[src/rtl/ex_muldiv_unit.sv]
// ----------------------------------------------------------------------------
// ex_muldiv_unit
//
// Iterative multiply/divide unit sitting in EX, behind the ID/EX register.
// Executes MULT/MULTU/DIV/DIVU one bit per cycle into the architectural HI/LO
// pair and serves MFHI/MFLO/MTHI/MTLO. Signed operations are run on operand
// magnitudes and the sign is applied in a final FIX cycle, so the datapath is
// purely unsigned.
//
// Ports
//   clk        clock, rising edge
//   rst_n      asynchronous active-low reset
//   hit        pipeline advance; gates acceptance only
//   start      EX holds a valid mul/div-class instruction
//   funct      function code (MULT/MULTU/DIV/DIVU/MFHI/MTHI/MFLO/MTLO)
//   rs_data    operand A (multiplicand / dividend / MTHI-MTLO source)
//   rt_data    operand B (multiplier / divisor)
//   busy       iterative operation in flight (registered)
//   done       one-cycle pulse when HI/LO take a final result (registered)
//   hi, lo     architectural HI / LO
//   mf_result  combinational HI (MFHI), LO (MFLO), otherwise 0
// ----------------------------------------------------------------------------
module ex_muldiv_unit #(
    parameter int WIDTH = 32,
    parameter int CNT_W = 6
) (
    input  logic             clk,
    input  logic             rst_n,
    input  logic             hit,
    input  logic             start,
    input  logic [5:0]       funct,
    input  logic [WIDTH-1:0] rs_data,
    input  logic [WIDTH-1:0] rt_data,
    output logic             busy,
    output logic             done,
    output logic [WIDTH-1:0] hi,
    output logic [WIDTH-1:0] lo,
    output logic [WIDTH-1:0] mf_result
);

    localparam logic [5:0] F_MFHI  = 6'h10;
    localparam logic [5:0] F_MTHI  = 6'h11;
    localparam logic [5:0] F_MFLO  = 6'h12;
    localparam logic [5:0] F_MTLO  = 6'h13;
    localparam logic [5:0] F_MULT  = 6'h18;
    localparam logic [5:0] F_MULTU = 6'h19;
    localparam logic [5:0] F_DIV   = 6'h1A;
    localparam logic [5:0] F_DIVU  = 6'h1B;

    localparam logic [CNT_W-1:0] LAST_CNT = CNT_W'(WIDTH - 1);

    typedef enum logic [1:0] {
        S_IDLE,
        S_MUL,
        S_DIV,
        S_FIX
    } state_t;

    state_t               r_state;
    state_t               w_state_nxt;
    logic [CNT_W-1:0]     r_cnt;
    // MUL: {partial product high, multiplier shifting out}.
    // DIV: {partial remainder, dividend shifting out / quotient shifting in}.
    logic [2*WIDTH-1:0]   r_acc;
    logic [WIDTH-1:0]     r_opb;      // multiplicand or divisor magnitude
    logic                 r_neg_q;    // negate product / quotient in FIX
    logic                 r_neg_r;    // negate remainder in FIX
    logic                 r_is_div;
    logic                 r_busy;
    logic                 r_done;
    logic [WIDTH-1:0]     r_hi;
    logic [WIDTH-1:0]     r_lo;

    logic                 w_accept;
    logic                 w_is_mul;
    logic                 w_is_div;
    logic                 w_signed;
    logic                 w_a_neg;
    logic                 w_b_neg;
    logic [WIDTH-1:0]     w_a_mag;
    logic [WIDTH-1:0]     w_b_mag;
    logic                 w_div_zero;

    logic [WIDTH:0]       w_mul_sum;
    logic [2*WIDTH-1:0]   w_mul_nxt;
    logic [WIDTH:0]       w_div_shift;
    logic                 w_div_ge;
    logic [WIDTH-1:0]     w_div_rem;
    logic [2*WIDTH-1:0]   w_div_nxt;

    logic [2*WIDTH-1:0]   w_prod;
    logic [WIDTH-1:0]     w_quo;
    logic [WIDTH-1:0]     w_rem;
    logic [WIDTH-1:0]     w_fix_hi;
    logic [WIDTH-1:0]     w_fix_lo;

    // ------------------------------------------------------------------------
    // Decode and operand conditioning
    // ------------------------------------------------------------------------
    assign w_accept   = start && hit && !r_busy;
    assign w_is_mul   = (funct == F_MULT) || (funct == F_MULTU);
    assign w_is_div   = (funct == F_DIV)  || (funct == F_DIVU);
    assign w_signed   = (funct == F_MULT) || (funct == F_DIV);
    assign w_a_neg    = w_signed && rs_data[WIDTH-1];
    assign w_b_neg    = w_signed && rt_data[WIDTH-1];
    // The most negative value negates to itself, which read unsigned is
    // exactly its magnitude, so no extra bit is needed.
    assign w_a_mag    = w_a_neg ? -rs_data : rs_data;
    assign w_b_mag    = w_b_neg ? -rt_data : rt_data;
    assign w_div_zero = (rt_data == '0);

    // ------------------------------------------------------------------------
    // Iteration steps
    // ------------------------------------------------------------------------
    // Shift-add: add the multiplicand when the multiplier LSB is set, then
    // shift the whole accumulator right, carry included.
    assign w_mul_sum = {1'b0, r_acc[2*WIDTH-1:WIDTH]} +
                       (r_acc[0] ? {1'b0, r_opb} : '0);
    assign w_mul_nxt = {w_mul_sum, r_acc[WIDTH-1:1]};

    // Restoring step: the shifted remainder needs one extra bit because it
    // may reach up to twice the divisor minus one.
    assign w_div_shift = {r_acc[2*WIDTH-1:WIDTH], r_acc[WIDTH-1]};
    assign w_div_ge    = (w_div_shift >= {1'b0, r_opb});
    assign w_div_rem   = w_div_ge ? WIDTH'(w_div_shift - {1'b0, r_opb})
                                  : w_div_shift[WIDTH-1:0];
    assign w_div_nxt   = {w_div_rem, r_acc[WIDTH-2:0], w_div_ge};

    // ------------------------------------------------------------------------
    // Sign fix-up
    // ------------------------------------------------------------------------
    assign w_prod   = r_neg_q ? -r_acc : r_acc;
    assign w_quo    = r_neg_q ? -r_acc[WIDTH-1:0] : r_acc[WIDTH-1:0];
    assign w_rem    = r_neg_r ? -r_acc[2*WIDTH-1:WIDTH] : r_acc[2*WIDTH-1:WIDTH];
    assign w_fix_hi = r_is_div ? w_rem : w_prod[2*WIDTH-1:WIDTH];
    assign w_fix_lo = r_is_div ? w_quo : w_prod[WIDTH-1:0];

    // ------------------------------------------------------------------------
    // FSM
    // ------------------------------------------------------------------------
    // NOTE: sequential state uses non-blocking assignments so every register
    // samples the pre-edge values of the others, independent of block order.
    always_ff @(posedge clk or negedge rst_n) begin
        if (!rst_n) begin
            r_state <= S_IDLE;
        end else begin
            r_state <= w_state_nxt;
        end
    end

    // NOTE: the default is assigned first so every path drives w_state_nxt
    // and no latch is inferred.
    always_comb begin
        w_state_nxt = r_state;
        case (r_state)
            S_IDLE: begin
                if (w_accept && w_is_mul) begin
                    w_state_nxt = S_MUL;
                end else if (w_accept && w_is_div && !w_div_zero) begin
                    w_state_nxt = S_DIV;
                end
            end
            S_MUL, S_DIV: begin
                if (r_cnt == LAST_CNT) begin
                    w_state_nxt = S_FIX;
                end
            end
            S_FIX:   w_state_nxt = S_IDLE;
            default: w_state_nxt = S_IDLE;
        endcase
    end

    // ------------------------------------------------------------------------
    // Datapath and architectural registers
    // ------------------------------------------------------------------------
    // NOTE: the accumulators are flops, not a memory, so they are reset too;
    // a reset mid-operation leaves no stale partial result behind.
    always_ff @(posedge clk or negedge rst_n) begin
        if (!rst_n) begin
            r_cnt    <= '0;
            r_acc    <= '0;
            r_opb    <= '0;
            r_neg_q  <= 1'b0;
            r_neg_r  <= 1'b0;
            r_is_div <= 1'b0;
            r_busy   <= 1'b0;
            r_done   <= 1'b0;
            r_hi     <= '0;
            r_lo     <= '0;
        end else begin
            r_done <= 1'b0;
            case (r_state)
                S_IDLE: begin
                    if (w_accept) begin
                        if (w_is_mul) begin
                            r_acc    <= {{WIDTH{1'b0}}, w_b_mag};
                            r_opb    <= w_a_mag;
                            r_neg_q  <= w_a_neg ^ w_b_neg;
                            r_neg_r  <= 1'b0;
                            r_is_div <= 1'b0;
                            r_cnt    <= '0;
                            r_busy   <= 1'b1;
                        end else if (w_is_div) begin
                            if (w_div_zero) begin
                                // Defined divide-by-zero result, no iteration.
                                r_hi   <= rs_data;
                                r_lo   <= '1;
                                r_done <= 1'b1;
                            end else begin
                                r_acc    <= {{WIDTH{1'b0}}, w_a_mag};
                                r_opb    <= w_b_mag;
                                r_neg_q  <= w_a_neg ^ w_b_neg;
                                r_neg_r  <= w_a_neg;
                                r_is_div <= 1'b1;
                                r_cnt    <= '0;
                                r_busy   <= 1'b1;
                            end
                        end else if (funct == F_MTHI) begin
                            r_hi <= rs_data;
                        end else if (funct == F_MTLO) begin
                            r_lo <= rs_data;
                        end
                    end
                end
                S_MUL: begin
                    r_acc <= w_mul_nxt;
                    r_cnt <= r_cnt + CNT_W'(1);
                end
                S_DIV: begin
                    r_acc <= w_div_nxt;
                    r_cnt <= r_cnt + CNT_W'(1);
                end
                S_FIX: begin
                    r_hi   <= w_fix_hi;
                    r_lo   <= w_fix_lo;
                    r_done <= 1'b1;
                    r_busy <= 1'b0;
                end
                default: ;
            endcase
        end
    end

    // ------------------------------------------------------------------------
    // Outputs
    // ------------------------------------------------------------------------
    assign busy = r_busy;
    assign done = r_done;
    assign hi   = r_hi;
    assign lo   = r_lo;

    always_comb begin
        mf_result = '0;
        if (funct == F_MFHI) begin
            mf_result = r_hi;
        end else if (funct == F_MFLO) begin
            mf_result = r_lo;
        end
    end

endmodule
[config.mk]
export PLATFORM = sky130hd
export DESIGN_NAME = ex_muldiv_unit
export DESIGN_NICKNAME = d
export VERILOG_FILES = /design/src/rtl/ex_muldiv_unit.sv
export SDC_FILE = /design/constraint.sdc
export NUM_CORES = 1
export LEC_CHECK = 0
export BUFFER_PORTS_ARGS = -buffer_cell sky130_fd_sc_hd__buf_4
export CORE_ASPECT_RATIO = 2
export CORE_UTILIZATION = 55
export DETAILED_ROUTE_END_ITERATION = 10
export PLACE_DENSITY_LB_ADDON = 0.08
export SLEW_MARGIN = 20
export SYNTH_ARGS = -nofsm -noshare
export SYNTH_HDL_FRONTEND = slang
export SYNTH_SLANG_ARGS = --single-unit
export TNS_END_PERCENT = 100
[constraint.sdc]
create_clock -name clk -period 3 [get_ports clk]
set_input_delay 0.6 -clock clk [delete_from_list [all_inputs] [get_ports clk]]
set_output_delay 0.6 -clock clk [all_outputs]
set_load 0.02 [all_outputs]
==> flow_summary.ini, run 1 <==
[cells_and_area]
drive_above_1_share_pct = 31.5
area_growth_pct = 37.7
antenna_cells = 0
n_fill_cell = 2102
utilization_pct = 76.8
layout.nets = 2610

[routing]
drc = 0
first_pass_iters = 5
drt_iter0_markers = 1686
drt-wirelength-per-cell_um = 22.3
dr_total_vias = 17900
routed_wl_um = 63100
routed_via_density = 6.34
ant_nets = 0

[critical_path]
critPathKind = reg -> reg
reg2reg_to = r_acc[60]
arrival_ns = 3.40
cp-start-kind = flop
r2r_slack_ns = -0.05
crit_path_max_fanout = 6
crit_path_end_kind = flop
r2r_cells = 17
cp_data_required_time_ns = 3.34
rr_startpoint = r_acc[0]

[global_routing]
grt_usage_pct = 42.6
grt_pass1_vias = 17900
gr-total-overflow = 0
grt_pass1_wl_um = 94200
grt_max_degree = 83
antenna_found_initial = 0

[sta]
post-route-min-period_ns = 3.05
finalHoldViolCount = 0
rsz0062_at_grt = true
fin_crit_sh_pct = 102
drv_slew = 0
fmax_mhz = 328
hold_slack_ns = 0.146
worst_pin_slew_ns = 1.03
setup_viol = 11
relSlewSlack_pct = 30.9
skew_ns = 0.0176
worst_slack_ns = -0.0533

[die]
coreArea_sq_um = 28100
die-height_um = 241
fp.dieW_um = 121
num_rows = 87
initial_core_util_pct = 55.8
dieArea_sq_um = 29200
pin_count = 172

[logic_synthesis]
syn_nets = 2166
ys_ff_latch = 173
async_reset_ff_share_pct = 100
synth-seq-area-share_pct = 27.6
synth_edf_count = 0
synth_ff_type = dfrtp_1
synthCells = 2016
avgSynthCellArea_sq_um = 7.77
syn_area_sq_um = 15700
ys_warn_count = 0
synth_cell_types = 86

[pwr]
power.density_nw_per_um2 = 1090
power_mw = 23.6
power_leakage_nw = 9.92
ir_drop_uv = 902

[placed_design]
pre_cts_ws_ns = -0.339
dp_hpwl_um = 48400
gp_congestion = 1.06
io_buffers = 171

[outcome]
failed_checks = setup timing
status = complete, but fails checks

[clock_network]
cts_buffers = 17
cts.sinks = 173
root_buffer = clkbuf_16
cts_hold_buf = 0
cts-htree-levels = 4
clkTransAtPathRegs_ns = 0.07
cts_tree = built
clock_latency_ns = 0.48
clock_path_buffers = 2

[hold_path]
hold_path.class = in -> async

[flow_run]
cap_violations = 0
-- worst max path at each step --
stage / startpoint / to / slack [ns]
floorplan: r_acc[0] / hi[18] / 0.03
detailed placement: rt_data[11] / r_acc[30] / -0.34
finish: r_acc[0] / r_acc[60] / -0.05
global route: r_acc[0] / r_acc[60] / -0.16
global placement: r_acc[0] / r_acc[59] / -0.37
CTS: r_acc[0] / r_acc[59] / -0.06
-- synthesized netlist by cell type, types with 12 or more instances --
cell type	instances	area, sq um
or3_1	16	100
ha_1	74	926
inv_1	61	229
nor2_1	201	754
nand3_1	40	200
mux2i_1	80	801
nor3_1	31	155
xor2_1	89	780
o41ai_1	13	114
a22oi_1	54	405
and3_1	13	81.3
o31ai_1	22	165
o221ai_1	19	166
dfrtp_1	173	4330
a31oi_1	12	75.1
a21o_1	30	225
and2_1	14	87.6
nor4_1	20	125
clkbuf_1	84	315
o21ai_1	34	170
o21ai_0	219	1100
xnor2_1	85	744
buf_2	22	110
a211oi_1	18	135
buf_1	16	60.1
a21oi_1	150	751
nand2_1	227	852
o211ai_1	14	105
-- power breakdown --
group / internal [mW] / switching, mW / total [mW]
clock: 1.20 / 1.11 / 2.31
sequential: 3.19 / 0.809 / 4.00
combinational: 7.55 / 9.77 / 17.3
-- state kept, by name, indices dropped and copies added, names as in the netlist --
| name | count |
|---|---|
| r_neg_r | 1 |
| r_acc | 64 |
| busy | 1 |
| done | 1 |
| r_is_div | 1 |
| lo | 32 |
| r_opb | 32 |
| r_cnt | 6 |
| hi | 32 |
| r_neg_q | 1 |
| r_state | 2 |
-- per-stage QoR --
step / cells / area (sq um) / setup TNS, ns
2_1_floorplan: 2016 / 15700 / 0
3_3_place_gp: 2766 / 19700 / -21.43
3_5_place_dp: 2766 / 19700 / -26.75
4_1_cts: 2807 / 20800 / -0.120
5_1_grt: 2829 / 21600 / -3.12
6_report: 2829 / 21600 / -0.206
-- cell families after synthesis --
logic type	share of synthesized area, %
AOI/OAI and AO/OA	26.7
and+or+nand+nor	19.2
buffers and inverters	5.33
xor gates and xnor gates	9.73
DFF	27.6
muxes	5.20
adders and majority gates	6.17
-- metal layers --
metal  vias to the layer above  part of all wire, %  wire, um  track usage (%)
li1                       8174                    -         -                -
met1                      8497                   34     21500             43.4
met2                       919                   51     31900             76.1
met3                       334                  6.5      4110             6.85
met4                         0                  8.8      5580             33.3
met5                         -                    0         0                0
-- critical path: stages (launching register included) --
cell       delay (ns)
dfrtp_1          0.42
inv_2            0.09
buf_8            0.14
buf_12           0.14
buf_8            0.14
nor2_4           0.04
ha_4             0.16
a2111oi_4        0.29
buf_4            0.18
nand2b_4         0.06
a21oi_4          0.15
nor3_4           0.06
nor4_4           0.41
buf_4            0.24
nor3_2           0.05
nor2_1           0.11
xnor2_1          0.13
o221ai_1         0.12
-- layout make-up --
cell class                      count  area (sq um)  share of cell area (%)
Clock buffer                       19           443                    2.05
Clock inverter                     13           146                   0.679
Inverter                           62           233                    1.08
Multi-Input combinational cell   1646         11500                    53.2
Sequential cell                   173          4330                    20.1
Tap cell                          356           445                    2.06
Timing Repair Buffer              560          4490                    20.8
-- timing repair --
item	4_1_cts	5_1_grt
endpoints found under the setup margin	63	63
setup buffers	9	23
cloned	1	0
pin swaps	42	72
gates resized for setup	96	161
-- cell usage in the layout (no fill, tap or decap), drive strengths merged, types with 40 or more instances in the layout --
cell type,instances
xnor2,85
buf,560
nor2,204
xor2,89
mux2i,81
a21oi,150
a22oi,54
nand2,228
dfrtp,173
o21ai,255
nand3,40
inv,68
ha,74
(Power assumes the default switching activity.)
==> inputs of run 2 (changes only) <==
CTS_BUF_LIST = sky130_fd_sc_hd__clkbuf_8 sky130_fd_sc_hd__clkbuf_16   (was default)
PLACE_DENSITY = 0.79   (was default)
PLACE_DENSITY_LB_ADDON = default   (was 0.08)
==> run 2 against run 1 <==
  * The flow still finishes with violations (setup timing)
  * Highest routed layer unchanged
  * Non-clock buffer count rose by 17
  * Critical path depth is 1 lower
  * Largest power group unchanged
  * Hold slack worse by 0.10 ns
==> flow_summary.ini, run 2 (synthesis gave the netlist of run 1 again) <==
[outcome]
status = complete, but fails checks
failed_checks = setup timing

[critical_path]
critical_path.max_stage_delay_ns = 0.41
cp-start-kind = flop
r2r_slack_ns = -0.16
crit_buf_inv = 5
arrival_ns = 3.50
critPathTopFamily = compound AO/OA/AOI/OAI gates
path_common_cell = buf_6
critPathKind = reg -> reg
path_cells = inv_2, buf_6, buf_6, nor2_4, ha_4, buf_6, o21a_1, o21a_1, a211oi_2, buf_4, o31ai_2, a21oi_2, nor4_4, or3_1, a32oi_1, o21ai_1
cp_data_required_time_ns = 3.34
r2r_cells = 16
rr_startpoint = r_acc[0]
cp_slowest_cell = dfrtp_1
crit_path_end_kind = flop
crit_path_max_fanout = 4
reg2reg_to = r_acc[52]

[sta]
post-route-min-period_ns = 3.16
rsz0062_at_grt = true
tns_ns = -0.724
drv_slew = 0
worst_pin_slew_ns = 1.01
fin_crit_sh_pct = 105
worst_slack_ns = -0.163
relSlewSlack_pct = 32.8
skew_ns = 0.0196
finalHoldViolCount = 0
setup_viol = 12
fmax_mhz = 316

[clock_network]
cts.sinks = 173
cts_buffers = 17
clock_latency_ns = 0.47
cts-htree-levels = 4
cts_tree = built
clkTransAtPathRegs_ns = 0.07
clock_path_buffers = 2
root_buffer = clkbuf_16

[die]
die-height_um = 241
dieArea_sq_um = 29200
fp.dieW_um = 121
pin_count = 172
coreArea_sq_um = 28100
initial_core_util_pct = 55.8
num_rows = 87

[cells_and_area]
utilization_pct = 78.7
drive_above_1_share_pct = 33.5
layout.nets = 2627
mostFrequentLayoutCell = buf_4
regMostFlops = r_acc
area_growth_pct = 41.2
largest_register_ffs = 64
fin_area_sq_um = 22100
antenna_cells = 0
final_cell_mix = buf_4 (535), nand2_1 (223), nor2_1 (185)

[pwr]
power.density_nw_per_um2 = 1140
power_leakage_nw = 10.1
ir_drop_uv = 749

[global_routing]
antenna_found_initial = 0
grt_pass1_wl_um = 97200
gr-total-overflow = 0
grt_pass1_vias = 18300
grt_usage_pct = 43.8
grt_max_degree = 73

[placed_design]
placed_area_sq_um = 19700
io_buffers = 171
dp_hpwl_um = 48900
gp_congestion = 1.07

[routing]
first_pass_iters = 5
drc = 0
drt-wirelength-per-cell_um = 22.8
dr_total_vias = 18200
routed_wl_um = 64900
ant_nets = 0
drt_iter0_markers = 1411
routed_via_density = 6.41

[flow_run]
cap_violations = 0

[hold_path]
hold_path.class = in -> async
==> run 2: changes by cell type in the layout (fill, tap and decap cells not counted), moves of 5 or more <==
cell	change
ha_4	+7
o21ai_2	+7
buf_4	+11
ha_1	-6
buf_6	+5
o21ai_1	-7
==> run 2: through the flow <==
step / power [mW] / hold slack [ns] / worst slack [ns] / cells
2_1_floorplan: 12.5 / 0.304 / 0.0270 / 2016
3_3_place_gp: 19.0 / 0.473 / -0.444 / 2778
3_5_place_dp: 19.3 / 0.484 / -0.469 / 2778
4_1_cts: 22.9 / 0.0521 / -0.0380 / 2826
5_1_grt: 26.5 / 0.0772 / -0.247 / 2845
6_report: 25.3 / 0.0460 / -0.163 / 2845
==> run 2: repair_timing <==
action / in CTS / in global routing
pin swaps: 76 / 93
hold buffers: 0 / 0
endpoints found under the setup margin: 67 / 64
buffers inserted: 22 / 24
resized for setup: 126 / 184
gates cloned: 1 / 1
==> run 2: how the worst max path moves through the flow <==
| stage | from | endpoint | slack [ns] | cells after the start |
|---|---|---|---|---|
| after floorplan | r_acc[0] | hi[18] | 0.03 | 11 |
| after global placement | rt_data[11] | r_acc[31] | -0.44 | 11 |
| after detailed placement | rt_data[11] | r_acc[31] | -0.47 | 11 |
| after CTS | r_acc[0] | r_acc[52] | -0.04 | 17 |
| after global routing | r_acc[0] | r_acc[52] | -0.25 | 16 |
| final | r_acc[0] | r_acc[52] | -0.16 | 16 |
==> run 2: area by class of cell <==
class	count	area [sq um]
sequential	173	4330
clock inverter	13	189
fill	2011	5970
multi-input combinational	1646	11800
tap	356	445
inverter	62	233
timing repair buffer	577	4660
clock buffer	18	439
==> run 2: power by group <==
group          leakage (nW)  internal, mW  switching, mW  total [mW]
Clock                 0.309          1.42           1.04        2.46
Combinational          7.58          8.31           10.5        18.8
Sequential             2.24          3.19          0.832        4.02
Total                  10.1          12.9           12.4        25.3
==> run 2: per-layer routing <==
layer	part of all wire [%]	GRT usage, %
met5	0	0
met4	9.5	37.3
met3	7.2	7.99
met2	50	76.9
met1	33	44.1
